**src/rtl/instr_fetch_ctrl_if.sv**
```systemverilog
// Fetch-side bus bundle: instruction-memory request/response
// and the fetched-instruction handoff towards decode.
interface instr_fetch_ctrl_if;
  logic        imem_req_valid;
  logic [31:0] imem_req_addr;
  logic        imem_req_ready;
  logic        imem_resp_valid;
  logic [31:0] imem_resp_data;
  logic        if_valid;
  logic [31:0] if_pc;
  logic [31:0] if_instr;
  logic        if_ready;

  modport master (
    output imem_req_valid,
    output imem_req_addr,
    input  imem_req_ready,
    input  imem_resp_valid,
    input  imem_resp_data,
    output if_valid,
    output if_pc,
    output if_instr,
    input  if_ready
  );

  modport slave (
    input  imem_req_valid,
    input  imem_req_addr,
    output imem_req_ready,
    output imem_resp_valid,
    output imem_resp_data,
    input  if_valid,
    input  if_pc,
    input  if_instr,
    output if_ready
  );
endinterface

```
**src/rtl/instr_fetch_ctrl.sv**
```systemverilog
// Sequential fetch front-end: owns the PC, keeps one imem read
// in flight and hands each word to decode over valid/ready.
module instr_fetch_ctrl #(
  parameter logic [31:0] RESET_PC = 32'h0000_0000,
  parameter logic [31:0] PC_STEP  = 32'd4
) (
  input  logic                      clk,
  input  logic                      rst,
  input  logic                      stall_i,
  input  logic                      redirect_valid,
  input  logic [31:0]               redirect_pc,
  instr_fetch_ctrl_if.master        bus
);

  localparam logic [31:0] NOP = 32'h0000_0013;

  typedef enum logic [1:0] {
    REQ,
    WAIT,
    HOLD
  } state_t;

  state_t      state_q, state_d;
  logic [31:0] pc_q, pc_d;
  logic [31:0] req_pc_q, req_pc_d;
  logic [31:0] if_pc_q, if_pc_d;
  logic [31:0] if_instr_q, if_instr_d;
  logic        if_valid_q, if_valid_d;
  logic        drop_q, drop_d;
  logic        req_fire;
  logic        unused_pc_lsb;

  assign unused_pc_lsb = ^redirect_pc[1:0];

  assign bus.imem_req_valid = (state_q == REQ) && !stall_i
                            && !redirect_valid && !rst;
  assign bus.imem_req_addr  = pc_q;
  assign bus.if_valid       = if_valid_q;
  assign bus.if_pc          = if_pc_q;
  assign bus.if_instr       = if_instr_q;

  assign req_fire = bus.imem_req_valid && bus.imem_req_ready;

  always_ff @(posedge clk or posedge rst) begin
    if (rst) begin
      state_q    <= REQ;
      pc_q       <= RESET_PC;
      req_pc_q   <= RESET_PC;
      if_pc_q    <= '0;
      if_instr_q <= NOP;
      if_valid_q <= 1'b0;
      drop_q     <= 1'b0;
    end else begin
      state_q    <= state_d;
      pc_q       <= pc_d;
      req_pc_q   <= req_pc_d;
      if_pc_q    <= if_pc_d;
      if_instr_q <= if_instr_d;
      if_valid_q <= if_valid_d;
      drop_q     <= drop_d;
    end
  end

  always_comb begin
    state_d    = state_q;
    pc_d       = pc_q;
    req_pc_d   = req_pc_q;
    if_pc_d    = if_pc_q;
    if_instr_d = if_instr_q;
    if_valid_d = if_valid_q;
    drop_d     = drop_q;

    if (redirect_valid) begin
      pc_d       = {redirect_pc[31:2], 2'b00};
      if_valid_d = 1'b0;
      // An outstanding read must still drain; a same-cycle
      // response is that read, so it is dropped right here.
      if ((state_q == WAIT) && !bus.imem_resp_valid) begin
        drop_d  = 1'b1;
        state_d = WAIT;
      end else begin
        drop_d  = 1'b0;
        state_d = REQ;
      end
    end else begin
      unique case (state_q)
        REQ: begin
          if (req_fire) begin
            req_pc_d = pc_q;
            pc_d     = pc_q + PC_STEP;
            state_d  = WAIT;
          end
        end
        WAIT: begin
          if (bus.imem_resp_valid) begin
            if (drop_q) begin
              drop_d  = 1'b0;
              state_d = REQ;
            end else begin
              if_instr_d = bus.imem_resp_data;
              if_pc_d    = req_pc_q;
              if_valid_d = 1'b1;
              state_d    = HOLD;
            end
          end
        end
        HOLD: begin
          if (bus.if_ready && !stall_i) begin
            if_valid_d = 1'b0;
            state_d    = REQ;
          end
        end
        default: begin
          state_d = REQ;
        end
      endcase
    end
  end

endmodule

```
**src/flat_wrapper.sv**
```systemverilog
// flat-port wrapper written by rule: the top's interface ports become plain ports
module instr_fetch_ctrl_flat 
#(
  parameter logic [31:0] RESET_PC = 32'h0000_0000,
  parameter logic [31:0] PC_STEP  = 32'd4
)
  (clk, rst, stall_i, redirect_valid, redirect_pc, bus_imem_req_valid, bus_imem_req_addr, bus_imem_req_ready, bus_imem_resp_valid, bus_imem_resp_data, bus_if_valid, bus_if_pc, bus_if_instr, bus_if_ready);
  instr_fetch_ctrl_if bus_i ();
  input  logic clk;
  input  logic rst;
  input  logic stall_i;
  input  logic redirect_valid;
  input  logic [31:0] redirect_pc;
  output wire logic [$bits(bus_i.imem_req_valid)-1:0] bus_imem_req_valid;
  output wire logic [$bits(bus_i.imem_req_addr)-1:0] bus_imem_req_addr;
  input wire logic [$bits(bus_i.imem_req_ready)-1:0] bus_imem_req_ready;
  input wire logic [$bits(bus_i.imem_resp_valid)-1:0] bus_imem_resp_valid;
  input wire logic [$bits(bus_i.imem_resp_data)-1:0] bus_imem_resp_data;
  output wire logic [$bits(bus_i.if_valid)-1:0] bus_if_valid;
  output wire logic [$bits(bus_i.if_pc)-1:0] bus_if_pc;
  output wire logic [$bits(bus_i.if_instr)-1:0] bus_if_instr;
  input wire logic [$bits(bus_i.if_ready)-1:0] bus_if_ready;
  assign bus_imem_req_valid = bus_i.imem_req_valid;
  assign bus_imem_req_addr = bus_i.imem_req_addr;
  assign bus_i.imem_req_ready = bus_imem_req_ready;
  assign bus_i.imem_resp_valid = bus_imem_resp_valid;
  assign bus_i.imem_resp_data = bus_imem_resp_data;
  assign bus_if_valid = bus_i.if_valid;
  assign bus_if_pc = bus_i.if_pc;
  assign bus_if_instr = bus_i.if_instr;
  assign bus_i.if_ready = bus_if_ready;
  instr_fetch_ctrl #(.RESET_PC(RESET_PC), .PC_STEP(PC_STEP)) u_core (.clk(clk), .rst(rst), .stall_i(stall_i), .redirect_valid(redirect_valid), .redirect_pc(redirect_pc), .bus(bus_i));
endmodule
```
**config.mk**
```make
export PLATFORM = sky130hd
export DESIGN_NAME = instr_fetch_ctrl_flat
export DESIGN_NICKNAME = d
export VERILOG_FILES = /design/src/rtl/instr_fetch_ctrl_if.sv /design/src/rtl/instr_fetch_ctrl.sv /design/src/flat_wrapper.sv
export SDC_FILE = /design/constraint.sdc
export NUM_CORES = 1
export LEC_CHECK = 0
export ABC_AREA = 1
export CAP_MARGIN = 25
export CORE_MARGIN = 5
export CORE_UTILIZATION = 40
export CTS_BUF_LIST = sky130_fd_sc_hd__clkbuf_2
export CTS_CLUSTER_DIAMETER = 100
export CTS_CLUSTER_SIZE = 25
export DETAILED_ROUTE_END_ITERATION = 10
export PLACE_DENSITY = 0.72
export SKIP_CTS_REPAIR_TIMING = 1
export SLEW_MARGIN = 20
export SYNTH_ARGS = -nofsm -noshare
export SYNTH_HDL_FRONTEND = slang
export SYNTH_SLANG_ARGS = --single-unit
```
**constraint.sdc**
```tcl
create_clock -name clk -period 7 [get_ports clk]
set_input_delay 1.75 -clock clk [delete_from_list [all_inputs] [get_ports clk]]
set_output_delay 1.75 -clock clk [all_outputs]
set_load 0.02 [all_outputs]
```
==> impl_results.md <==
* CTS root buffer: clkbuf_2
* Clk_lat worst skew at 700 ps
* Register area share after synthesis at 0.5369
* Critical-path maximum fanout at 24
* DRC Markers at 0
* Crit-path cells: clkdlybuf4s50_1, buf_4, inv_2, nand3_4, nor2_4, clkdlybuf4s50_1
* CP max stage delay at 610 ps
* Hold/Removal Path Class: reg -> reg
* Layout Nets at 875
* Number of synthesized flops with an enable pin at 0
* Area after DPL at 0.007622 mm^2
* Least-Margin Pin Slew at 849.7 ps
* Gate Count Post-Synth at 638
* Commonest non-fill, non-tap cell in the layout: nand2_1
* Leak pwr at 3.603 nW
* Max Fclk at 0.1826 GHz
* Slew Viols, Final at 0
* Final setup fails at 0
* WP data required at 5250 ps
* Synth warn at 0
* DRC marker count from the first detailed-route iteration at 282
* Register bit count reported by yosys at 126
* Asr flop ratio synth at 1.000
* Fin crit share at 0.7823
* PnR worst setup slack at 1524 ps
* Vias in the first global route at 4724
* Vias/cell at 4.870
* Final Critical Period at 5476 ps
* Initial Utilization at 0.4061
* Ys flop type: dfrtp_1
* Routability cong. at 0.8751
* Avg Cell Area, Syn at 9.215 um^2
* H-Tree Depth at 4
* DR WL/cell at 15.17 um
* Row count at 44
* Setup TNS at 0 ps
* Worst setup EP type: output pin
* Final hold slack at 507.5 ps
* Total wire length at 15.19 mm
* Crit path max-delay family: buffers and inverters
* Area growth from synthesis to layout at 34.20%
* Layout Skew at 24.00 ps
* Clock slew at reported path FFs at 160 ps
* PwrDens at 353.0 mW/mm^2
* Most frequent cells in the layout: 167 x nand2_1, 162 x clkdlybuf4s50_1, 123 x dfrtp_1, 58 x inv_1, 54 x o21ai_0
* IO Pins at 169
* Die Y at 131.2 um
* Router iterations before antenna repair at 4
* Initial antenna violation count at 1
* Final core occ at 0.5449
* PortBufs at 162
* Status: complete, no violations
* Mapped Area at 0.005879 mm^2
* Via count at 4875
* Count of different cell masters after synthesis at 38
* Total global-route track usage at 0.1800
* Core Box Area at 0.01448 mm^2
* Share of post-route cells with drive strength above 1 at 0.1373
* CP Class: in -> out
* CP most frequent cell: clkdlybuf4s50_1
* Die ar. at 0.01722 mm^2
* CTS Buf Count at 17
* Post-route ant nets at 0
* Clock Path Buffers at 2
* Dpl ws at 1512 ps
* First-pass GRT wire length at 24.83 mm
* RSZ-0062 raised after global routing: no
* TritonCTS clock tree: yes
* Clock sinks at 126
* CP startpoint kind: input pin
* Remaining global-route overflow at 0
* Maximum Capacitance Violations at 0
* Critical Path AT at 3730 ps
* Dpl hpwl at 11.10 mm
* VDD IR-drop max at 0.0001269 V
* Worst path slowest cell: clkdlybuf4s50_1
* Largest net degree at the start of global routing at 75
* Worst Path Buf+Inv at 4
* Die W at 131.2 um
* Final instance area at 0.007890 mm^2
* Hold Vio Cnt, Final at 0
* Worst rel slew slack at 0.4325
cell usage after synthesis (all sizes together) (2+ instances only):
cell type | n | area (um^2)
o21ai | 56 | 280.3
a31oi | 2 | 12.51
inv | 63 | 236.5
o22ai | 6 | 37.54
nand3 | 43 | 227.7
dfstp | 3 | 78.83
nor2 | 58 | 237.7
mux2 | 52 | 619.3
nand2 | 169 | 639.4
a21oi | 11 | 58.81
or2 | 4 | 25.02
o211ai | 2 | 15.01
nand4 | 4 | 40.04
dfrtp | 123 | 3078
xor2 | 4 | 35.03
clkbuf | 10 | 37.54
nor3 | 5 | 36.29
buf | 16 | 131.4
worst paths after layout:
path / depth (start not counted) / end / from / slack (ps)
worst max-delay path: 6 / bus_imem_req_valid / redirect_valid / 1520
worst min-delay path: 2 / u_core.req_pc_q[31] / u_core.req_pc_q[31] / 510
worst max register to register: 6 / u_core.bus.if_instr[21] / u_core.state_q[1] / 4610
worst min register to register: 2 / u_core.req_pc_q[31] / u_core.req_pc_q[31] / 510
max in group asynchronous: 5 / u_core.bus.if_instr[31] / rst / 4160
min in group asynchronous: 3 / u_core.state_q[0] / rst / 1540
worst register-to-register path, stage by stage, from the launching register on:
cell	delay (ps)
dfrtp_1	450
inv_2	100
nand2_1	90
inv_2	100
nand4_4	630
buf_4	560
mux2_4	350
logic make-up (layout without fill, tap and decap cells):
family                   after synthesis  count (layout)  share of synthesized area
AND/OR/NAND/NOR                      285             285                     0.2073
multiplexers                          52              52                     0.1053
other                                  1               5                  0.0006378
AO/OA/AOI/OAI                         79              79                    0.07129
buffers and inverters                 89             264                    0.06895
adder cells (fa/ha/maj)                1               1                   0.002128
flip-flops                           126             126                     0.5369
XOR/XNOR                               5               5                   0.007448
per-stage QoR:
| stage | cells | total power, W |
|---|---|---|
| final | 1001 | 0.002785 |
| after detailed placement | 967 | 0.002352 |
| after floorplan | 641 | 0.001804 |
| after global placement | 967 | 0.002323 |
| after CTS | 999 | 0.002820 |
| after global routing | 1001 | 0.002966 |
sequential cells by signal, indices dropped and copies added (netlist names):
register / flops
u_core.bus.if_instr: 32
u_core.bus.if_pc: 30
u_core.bus.if_valid: 1
u_core.bus.imem_req_addr: 30
u_core.drop_q: 1
u_core.req_pc_q: 30
u_core.state_q: 2
power by group:
group	internal [W]	total (W)	switching, W
Sequential	0.00101	0.00118	0.000167
Combinational	0.000581	0.00114	0.000558
Clock	0.000199	0.000466	0.000266
metal layers:
layer | wire length (um) | track usage | vias up
li1 | - | - | 2393
met1 | 6762 | 0.2388 | 2313
met2 | 7089 | 0.2774 | 153
met3 | 1102 | 0.06154 | 16
met4 | 231 | 0.05889 | 0
met5 | 0 | 0 | -
area by class of cell:
cell class,instances,area (um^2)
Fill cell,1327,6589
Sequential cell,126,3157
Multi-Input combinational cell,426,2328
Timing Repair Buffer,169,1687
Inverter,63,240.2
Tap cell,184,230.2
Clock inverter,12,145.1
Clock buffer,20,100.1
Antenna cell,1,2.502
Note: power is estimated with default switching activity, not from simulation.
